$ cat src/rtl/alu_flag_writeback_if.sv
// alu_flag_writeback_if: handshake bundle between the ALU producer, the
// flag/writeback stage and the register-file writeback consumer.
// master = environment (ALU side drives in_*, writeback drives out_ready).
// slave  = the alu_flag_writeback block.
interface alu_flag_writeback_if #(
  parameter int N = 8
);
  // ALU -> block
  logic         in_valid;
  logic         in_ready;
  logic [N-1:0] in_result;
  logic [3:0]   in_flags;
  logic         in_set_flags;
  logic [3:0]   in_cond;

  // block -> writeback
  logic         out_valid;
  logic         out_ready;
  logic [N-1:0] out_result;
  logic [3:0]   out_flags;
  logic         out_wen;

  modport master (
    output in_valid, in_result, in_flags, in_set_flags, in_cond, out_ready,
    input  in_ready, out_valid, out_result, out_flags, out_wen
  );

  modport slave (
    input  in_valid, in_result, in_flags, in_set_flags, in_cond, out_ready,
    output in_ready, out_valid, out_result, out_flags, out_wen
  );
endinterface

$ cat src/rtl/alu_flag_writeback.sv
// alu_flag_writeback: captures ALU result + NZCV flags through a valid/ready
// handshake, evaluates the op's condition code against the architectural
// status register (flags_q), updates flags_q for passing flag-setting ops and
// queues {result, flags, pass} in a 2-entry FIFO toward writeback.
//
// Build option: define ALU_COND_EVAL_EN to enable condition evaluation.
// Without it in_cond is ignored and every op passes (out_wen = 1).
module alu_flag_writeback #(
  parameter int N = 8
) (
  input  logic                 clk,
  input  logic                 rst_n,
  alu_flag_writeback_if.slave  bus,
  output logic [3:0]           flags_q
);

  localparam int DEPTH = 2;

  // FIFO storage, one field array per entry component.
  logic [N-1:0] result_mem [DEPTH];
  logic [3:0]   flags_mem  [DEPTH];
  logic         wen_mem    [DEPTH];

  logic         head_ptr;
  logic         tail_ptr;
  logic [1:0]   count;

  logic         accept;
  logic         pop;
  logic         pass;

  // Handshake status comes only from registered count, never from out_ready.
  assign bus.in_ready  = (count < 2'd2);
  assign bus.out_valid = (count != 2'd0);

  assign accept = bus.in_valid  && bus.in_ready;
  assign pop    = bus.out_valid && bus.out_ready;

`ifdef ALU_COND_EVAL_EN
  logic f_n, f_z, f_c, f_v;
  assign {f_n, f_z, f_c, f_v} = flags_q;

  // Evaluate in_cond against the flags as they stand before this op updates them.
  always_comb begin
    // NOTE: default assigned first so every path drives pass; no latch is inferred.
    pass = 1'b1;
    case (bus.in_cond)
      4'b0000: pass = f_z;
      4'b0001: pass = !f_z;
      4'b0010: pass = f_c;
      4'b0011: pass = !f_c;
      4'b0100: pass = f_n;
      4'b0101: pass = !f_n;
      4'b0110: pass = f_v;
      4'b0111: pass = !f_v;
      4'b1000: pass = f_c && !f_z;
      4'b1001: pass = !f_c || f_z;
      4'b1010: pass = (f_n == f_v);
      4'b1011: pass = (f_n != f_v);
      4'b1100: pass = !f_z && (f_n == f_v);
      4'b1101: pass = f_z || (f_n != f_v);
      default: pass = 1'b1;
    endcase
  end
`else
  // Condition evaluation disabled: every op passes, in_cond is ignored.
  logic unused_cond;
  assign unused_cond = ^bus.in_cond;
  assign pass        = 1'b1;
`endif

  // Pointer and occupancy bookkeeping; accept+pop together leaves count unchanged.
  always_ff @(posedge clk or negedge rst_n) begin
    if (!rst_n) begin
      head_ptr <= 1'b0;
      tail_ptr <= 1'b0;
      count    <= 2'd0;
    end else begin
      // NOTE: non-blocking assignments so every register samples pre-edge values.
      if (accept) tail_ptr <= ~tail_ptr;
      if (pop)    head_ptr <= ~head_ptr;
      case ({accept, pop})
        2'b10:   count <= count + 2'd1;
        2'b01:   count <= count - 2'd1;
        default: count <= count;
      endcase
    end
  end

  // Write the accepted op into the tail slot.
  always_ff @(posedge clk or negedge rst_n) begin
    if (!rst_n) begin
      // NOTE: the storage is only two entries, so it is cleared on reset to keep
      // the undriven head outputs at a known 0 rather than X.
      for (int i = 0; i < DEPTH; i++) begin
        result_mem[i] <= '0;
        flags_mem[i]  <= 4'b0000;
        wen_mem[i]    <= 1'b0;
      end
    end else if (accept) begin
      result_mem[tail_ptr] <= bus.in_result;
      flags_mem[tail_ptr]  <= bus.in_flags;
      wen_mem[tail_ptr]    <= pass;
    end
  end

  // Architectural status register: only passing flag-setting ops change it.
  always_ff @(posedge clk or negedge rst_n) begin
    if (!rst_n) begin
      flags_q <= 4'b0000;
    end else if (accept && bus.in_set_flags && pass) begin
      flags_q <= bus.in_flags;
    end
  end

  // Head entry drives the writeback port directly; meaningless when out_valid=0.
  assign bus.out_result = result_mem[head_ptr];
  assign bus.out_flags  = flags_mem[head_ptr];
  assign bus.out_wen    = wen_mem[head_ptr];

endmodule

$ cat src/flat_wrapper.sv
// flat-port wrapper written by rule: the top's interface ports become plain ports
module alu_flag_writeback_flat 
#(
  parameter int N = 8
)
  (clk, rst_n, flags_q, bus_in_valid, bus_in_result, bus_in_flags, bus_in_set_flags, bus_in_cond, bus_out_ready, bus_in_ready, bus_out_valid, bus_out_result, bus_out_flags, bus_out_wen);
  alu_flag_writeback_if #(.N(N)) bus_i ();
  input  logic clk;
  input  logic rst_n;
  output logic [3:0] flags_q;
  input wire logic [$bits(bus_i.in_valid)-1:0] bus_in_valid;
  input wire logic [$bits(bus_i.in_result)-1:0] bus_in_result;
  input wire logic [$bits(bus_i.in_flags)-1:0] bus_in_flags;
  input wire logic [$bits(bus_i.in_set_flags)-1:0] bus_in_set_flags;
  input wire logic [$bits(bus_i.in_cond)-1:0] bus_in_cond;
  input wire logic [$bits(bus_i.out_ready)-1:0] bus_out_ready;
  output wire logic [$bits(bus_i.in_ready)-1:0] bus_in_ready;
  output wire logic [$bits(bus_i.out_valid)-1:0] bus_out_valid;
  output wire logic [$bits(bus_i.out_result)-1:0] bus_out_result;
  output wire logic [$bits(bus_i.out_flags)-1:0] bus_out_flags;
  output wire logic [$bits(bus_i.out_wen)-1:0] bus_out_wen;
  assign bus_i.in_valid = bus_in_valid;
  assign bus_i.in_result = bus_in_result;
  assign bus_i.in_flags = bus_in_flags;
  assign bus_i.in_set_flags = bus_in_set_flags;
  assign bus_i.in_cond = bus_in_cond;
  assign bus_i.out_ready = bus_out_ready;
  assign bus_in_ready = bus_i.in_ready;
  assign bus_out_valid = bus_i.out_valid;
  assign bus_out_result = bus_i.out_result;
  assign bus_out_flags = bus_i.out_flags;
  assign bus_out_wen = bus_i.out_wen;
  alu_flag_writeback #(.N(N)) u_core (.clk(clk), .rst_n(rst_n), .bus(bus_i), .flags_q(flags_q));
endmodule
$ cat config.mk
export PLATFORM = sky130hd
export DESIGN_NAME = alu_flag_writeback_flat
export DESIGN_NICKNAME = d
export VERILOG_FILES = /design/src/rtl/alu_flag_writeback_if.sv /design/src/rtl/alu_flag_writeback.sv /design/src/flat_wrapper.sv
export SDC_FILE = /design/constraint.sdc
export NUM_CORES = 1
export LEC_CHECK = 0
export CAP_MARGIN = 20
export CORE_ASPECT_RATIO = 0.5
export CORE_MARGIN = 10
export CORE_UTILIZATION = 40
export CTS_BUF_LIST = sky130_fd_sc_hd__clkbuf_4 sky130_fd_sc_hd__clkbuf_8
export DETAILED_ROUTE_END_ITERATION = 8
export PLACE_DENSITY_LB_ADDON = 0.05
export SYNTH_ARGS = -nofsm -noshare
export SYNTH_HDL_FRONTEND = slang
export SYNTH_SLANG_ARGS = --single-unit
$ cat constraint.sdc
create_clock -name clk -period 1.7 [get_ports clk]
set_input_delay 0.51 -clock clk [delete_from_list [all_inputs] [get_ports clk]]
set_output_delay 0.51 -clock clk [all_outputs]
set_load 0.005 [all_outputs]
### Yosys cells after proc, flatten, opt, wreduce, memory -nomap -nowiden

Cells that the tools add are included.
W data, S select, Z words.

* register bits: 34

* magnitude comparators: 4
* add/subtract/negate cells: 2
* reduce and logical (&&, ||, !) cells: 6
* equality and inequality tests: 2
* bitwise gates (word level): 5
* multiplexer cells: 18

Operators by type and width (count)
* $mux W8: 4
* $bwmux W16: 1
* $mux W4: 4
* $bwmux W8: 1
* $demux W8 S1: 1
* $demux W4 S1: 1
* $ge A2 B2 Y1 const B: 2
* $logic_and A1 B1 Y1: 4
* $mux W1: 4
* $not A1 Y2: 2
* $pmux W2 S2: 1
* $reduce_bool A2 Y1: 2
* $add A2 B1 Y2 const B: 1
* $eq A2 B1 Y1 const B: 1
* $eq A2 B2 Y1 const B: 1
* $lt A2 B1 Y1 const B: 1
* $lt A2 B2 Y1 const B: 1
* $not A1 Y1: 2
* $or A2 B2 Y2: 1
* $sub A2 B1 Y2 const B: 1
* $demux W1 S1: 1

### Depth between registers and ports, before layout

* depth in word-level cells: 6
* mapped depth: 6
* mapped depth without buffers: 6

### Least setup slack after synthesis

Ideal clock, no wire load.

* path type: register to register
* start: register u_core.count[0]
* end: register u_core.count[1]
* library setup time: 0.080 ns
* slack: 0.189 ns
* arrival time: 1.431 ns
* data required time: 1.620 ns
* cell stages (with the launch flop): 6
* cells stage by stage: dfrtp_1 or2_2 and2_1 ha_1 nor2_1 xnor2_1

* longest elaborated chain between the ends: 4
* elaborated cells between the ends (all ways): 10

Ends and longest elaborated chain
* start: declaration: RTL line alu_flag_writeback.sv:26 `logic [1:0] count;`
* start signal: assignment: RTL line alu_flag_writeback.sv:83 `2'b10: count <= count + 2'd1;`
* start signal: assignment: RTL line alu_flag_writeback.sv:84 `2'b01: count <= count - 2'd1;`
* start signal: assignment: RTL line alu_flag_writeback.sv:85 `default: count <= count;`
* $reduce_bool A2 Y1 *: RTL line alu_flag_writeback.sv:34 `assign bus.out_valid = (count != 2'd0);`
* via bus_out_valid: RTL line flat_wrapper.sv:18 `output wire logic [$bits(bus_i.out_valid)-1:0] bus_out_valid;`
* $logic_and A1 B1 Y1 *: RTL line alu_flag_writeback.sv:37 `assign pop = bus.out_valid && bus.out_ready;`
* via u_core.pop: RTL line alu_flag_writeback.sv:29 `logic pop;`
* $eq A2 B1 Y1 / $eq A2 B2 Y1 (equally long branches): RTL line alu_flag_writeback.sv:82 `case ({accept, pop})`
* $pmux W2 S2 / $reduce_bool A2 Y1 (equally long branches)

The timed path passes the listed nets; every way through them passes the cells marked *.
A chain may end at the register's enable or synchronous reset.

### Worst setup path in the final report

* start: register u_core.head_ptr
* end: output bus_out_result[3]

* longest elaborated chain between the ends: 4

Ends and longest elaborated chain
* start: declaration: RTL line alu_flag_writeback.sv:24 `logic head_ptr;`
* start signal: assignment: RTL line alu_flag_writeback.sv:81 `if (pop) head_ptr <= ~head_ptr;`
* $not A1 Y2 (implied by the code): RTL line alu_flag_writeback.sv:117 `assign bus.out_result = result_mem[head_ptr];`
* $mux W8 (implied by the code) (3 in series): RTL line alu_flag_writeback.sv:117
* end: declaration: RTL line flat_wrapper.sv:19 `output wire logic [$bits(bus_i.out_result)-1:0] bus_out_result;`

No other way between the ends. The select of a mux whose other input is x is not followed.

==> results.md <==
* Largest net degree at the start of global routing at 35
* Routed WL at 3.19 mm
* HPWL Detailed at 2.14 mm
* Clk buf depth at 2
* Pre-CTS WS at -0.242 ns
* Logic pwr share at 0.532
* TritonRoute pass-1 iters at 4
* Synth Warn # at 0
* Failing checks: setup timing
* Worst reg2reg path depth at 5
* Die area at 0.00687 sq mm
* Post-Synthesis Cells at 95
* Peak supply drop at 0.779 mV
* Hold_ws at 0.478 ns
* Register area at 852 sq um
* Vias at 917
* Flops & latches, synth at 34
* Synth Cell Area at 0.00154 sq mm
* Maxcap violations at 0
* Distinct cells, synth at 18
* Ratio of final minimum period to clock period at 1.07
* GR Overflow Total at 0
* Clock skew at 0.00824 ns
* Post-synthesis net count at 117
* Final setup fails at 13
* Final cell count without fillers at 198
* CP Max Fanout at 6
* Startpoint Class: flop
* Vias per cell at 4.63
* H-tree levels at 2
* Setup CP Type: flop to output pin
* Die Wd at 108 microns
* Sw Share at 0.281
* Port-buffer cells at 35
* Final setup margin at -0.118 ns
* Buf+Inv Stages, Crit Path at 2
* Avg Cell Area, Syn at 16.2 sq um
* CP Data Arrival Time at 1.31 ns
* DIE HEIGHT at 63.8 microns
* RD Place Congestion at 0.657
* Clk pwr share at 0.131
* CTS Root Cell: clkbuf_8
* Internal at 3100 uW
* # IOs at 40
* Min-delay src: u_core.wen_mem[1]
* Hold crit path type: flop to flop
* Multi-input gate area at 694 sq um
* Antenna diodes at 0
* Reg clk slew, reported paths at 0.07 ns
* Antenna violations before repair at 0
* Fin. max-slew vios at 0
* Initial Util at 0.431
* Top delay family on crit path: flip-flops
* Hold path endpoint: u_core.wen_mem[1]
* First-pass GRT wire length at 5.46 mm
* Worst path slowest cell: dfrtp_2
* Worst skew pair latency at 0.29 ns
* CP required at 1.19 ns
* Leakage at 0.00104 uW
* Final Hold Fails at 0
* Core Box Area at 0.00357 sq mm
* Highest Clock Rate at 0.550 GHz
* Status: complete, but fails checks
* Overall routing resource usage at 0.101
* Total clock sinks at 34
* Setup crit end kind: output pin
* Net switching power at 1210 uW
* Flop2flop setup slack at 0.17 ns
* CP startpoint: u_core.head_ptr
* Slew headroom at 0.856
* RSZ-0062 raised after global routing: true
* TritonCTS buffer count at 5
* Cell depth of the worst hold path at 1
* Area growth, synth to finish at 44.1%
* Rows at 15
* CP Cell Sequence: buf_8 -> mux2_4 -> buf_6
* Reg2reg end: u_core.count[1]
* CTS tree: built
* Final TNS setup at -1.43 ns
* Vias in the first global route at 1044
* Post-DRT Antenna Nets at 0
* Placed Cells incl. Taps at 188
* RR Startpoint: u_core.count[0]
* Fillers at 291
* Share of layout cells above drive strength 1 at 0.558
* Nets at 169
* Share of the yosys chip area belonging to registers at 0.554
* Reg power frac at 0.337
* Hold-fix buffers at CTS at 0
* Pwr/cell area at 1950 mW/mm^2
* Post-layout util at 0.620
* DRC Markers at 0
* Min Tclk post-route at 1.82 ns
* Worst Tran Pin Value at 0.215 ns
* Slowest cell delay on critical path at 0.45 ns
* DR WL/cell at 16.1 microns
* Initial DRC Count at 9
placed cells by master (no fill, tap or decap), types with 2 or more instances in the layout:
| cell | instances |
|---|---|
| clkinv_2 | 2 |
| or2_2 | 2 |
| clkbuf_8 | 5 |
| buf_4 | 7 |
| xnor2_1 | 4 |
| buf_2 | 2 |
| mux2_2 | 11 |
| dfrtp_1 | 33 |
| buf_6 | 13 |
| buf_12 | 4 |
| mux2_4 | 30 |
| clkdlybuf4s50_1 | 19 |
cell usage after synthesis:
master	number	area share
mux2_4	18	0.18
nor2_1	1	0.0024
xnor2_1	4	0.023
dfrtp_1	34	0.55
xor2_1	1	0.0057
nor2_4	1	0.0073
inv_1	1	0.0024
and2_1	1	0.0041
or2_2	2	0.0081
nor2b_4	1	0.0090
buf_6	2	0.015
buf_2	1	0.0033
nand2_2	1	0.0041
ha_1	1	0.0081
mux2_2	23	0.17
nand2_1	1	0.0024
nand2b_1	1	0.0041
inv_2	1	0.0024
timing repair:
| item | in CTS | in global routing |
|---|---|---|
| hold endpoints to repair | 0 | 0 |
| resized for setup | 63 | 25 |
| setup buffers | 4 | 1 |
| endpoints found under the setup margin | 15 | 14 |
| cloned | 1 | 0 |
final cells by class:
type                            count  area share
Clock inverter                      2     0.00452
Timing Repair Buffer               48       0.233
Clock buffer                        5      0.0311
Inverter                            2     0.00339
Tap cell                           51      0.0288
Multi-Input combinational cell     56       0.314
Sequential cell                    34       0.385
power groups by stage:
| stage | clock, uW | sequential, uW | combinational, uW |
|---|---|---|---|
| after CTS | 593 | 1430 | 2090 |
| after floorplan | 0 | 1400 | 1120 |
| after global placement | 0 | 1420 | 2070 |
| final | 566 | 1450 | 2290 |
| after detailed placement | 0 | 1430 | 2080 |
| after global routing | 633 | 1520 | 2480 |
metrics by stage:
stage,total power [uW],cell area [sq um]
after floorplan,2520,1540
after global placement,3490,2050
after detailed placement,3510,2050
after CTS,4120,2140
after global routing,4620,2210
final,4310,2210
registers in the layout, indices dropped and copies added (netlist names):
register,count
u_core.result_mem,16
u_core.flags_mem,8
u_core.flags_q,4
u_core.count,2
u_core.wen_mem,2
u_core.head_ptr,1
u_core.tail_ptr,1
how the worst max path moves through the flow:
stage	to	slack (ns)	depth (start not counted)
after floorplan	u_core.count[1]	0.19	5
after global placement	u_core.result_mem[8]	-0.21	6
after detailed placement	u_core.flags_mem[7]	-0.24	6
after CTS	bus_out_result[3]	-0.21	4
after global routing	bus_out_result[0]	-0.16	3
final	bus_out_result[3]	-0.12	3
metal layers:
layer | track usage | vias up | share of wire
met2 | 0.143 | 26 | 0.43
met1 | 0.132 | 454 | 0.48
met5 | 0 | - | 0
met3 | 0.0460 | 6 | 0.073
met4 | 0.0348 | 0 | 0.013
li1 | - | 431 | -
logic make-up (layout without fill, tap and decap cells):
| kind of cell | Yosys count | count (layout) | synth area share |
|---|---|---|---|
| muxes | 41 | 41 | 0.345 |
| and+or+nand+nor | 9 | 9 | 0.0416 |
| DFF | 34 | 34 | 0.554 |
| adders and majority gates | 1 | 1 | 0.00815 |
| xor gates and xnor gates | 5 | 5 | 0.0285 |
| buffers and inverters | 5 | 57 | 0.0228 |
worst register-to-register path: stages (launching register included):
cell and delay (ns):
dfrtp_1 0.38, or2_2 0.30, and2_1 0.17, ha_1 0.32, nor2_1 0.15, xnor2_1 0.13
No activity file was read; power rests on OpenSTA's default activity.
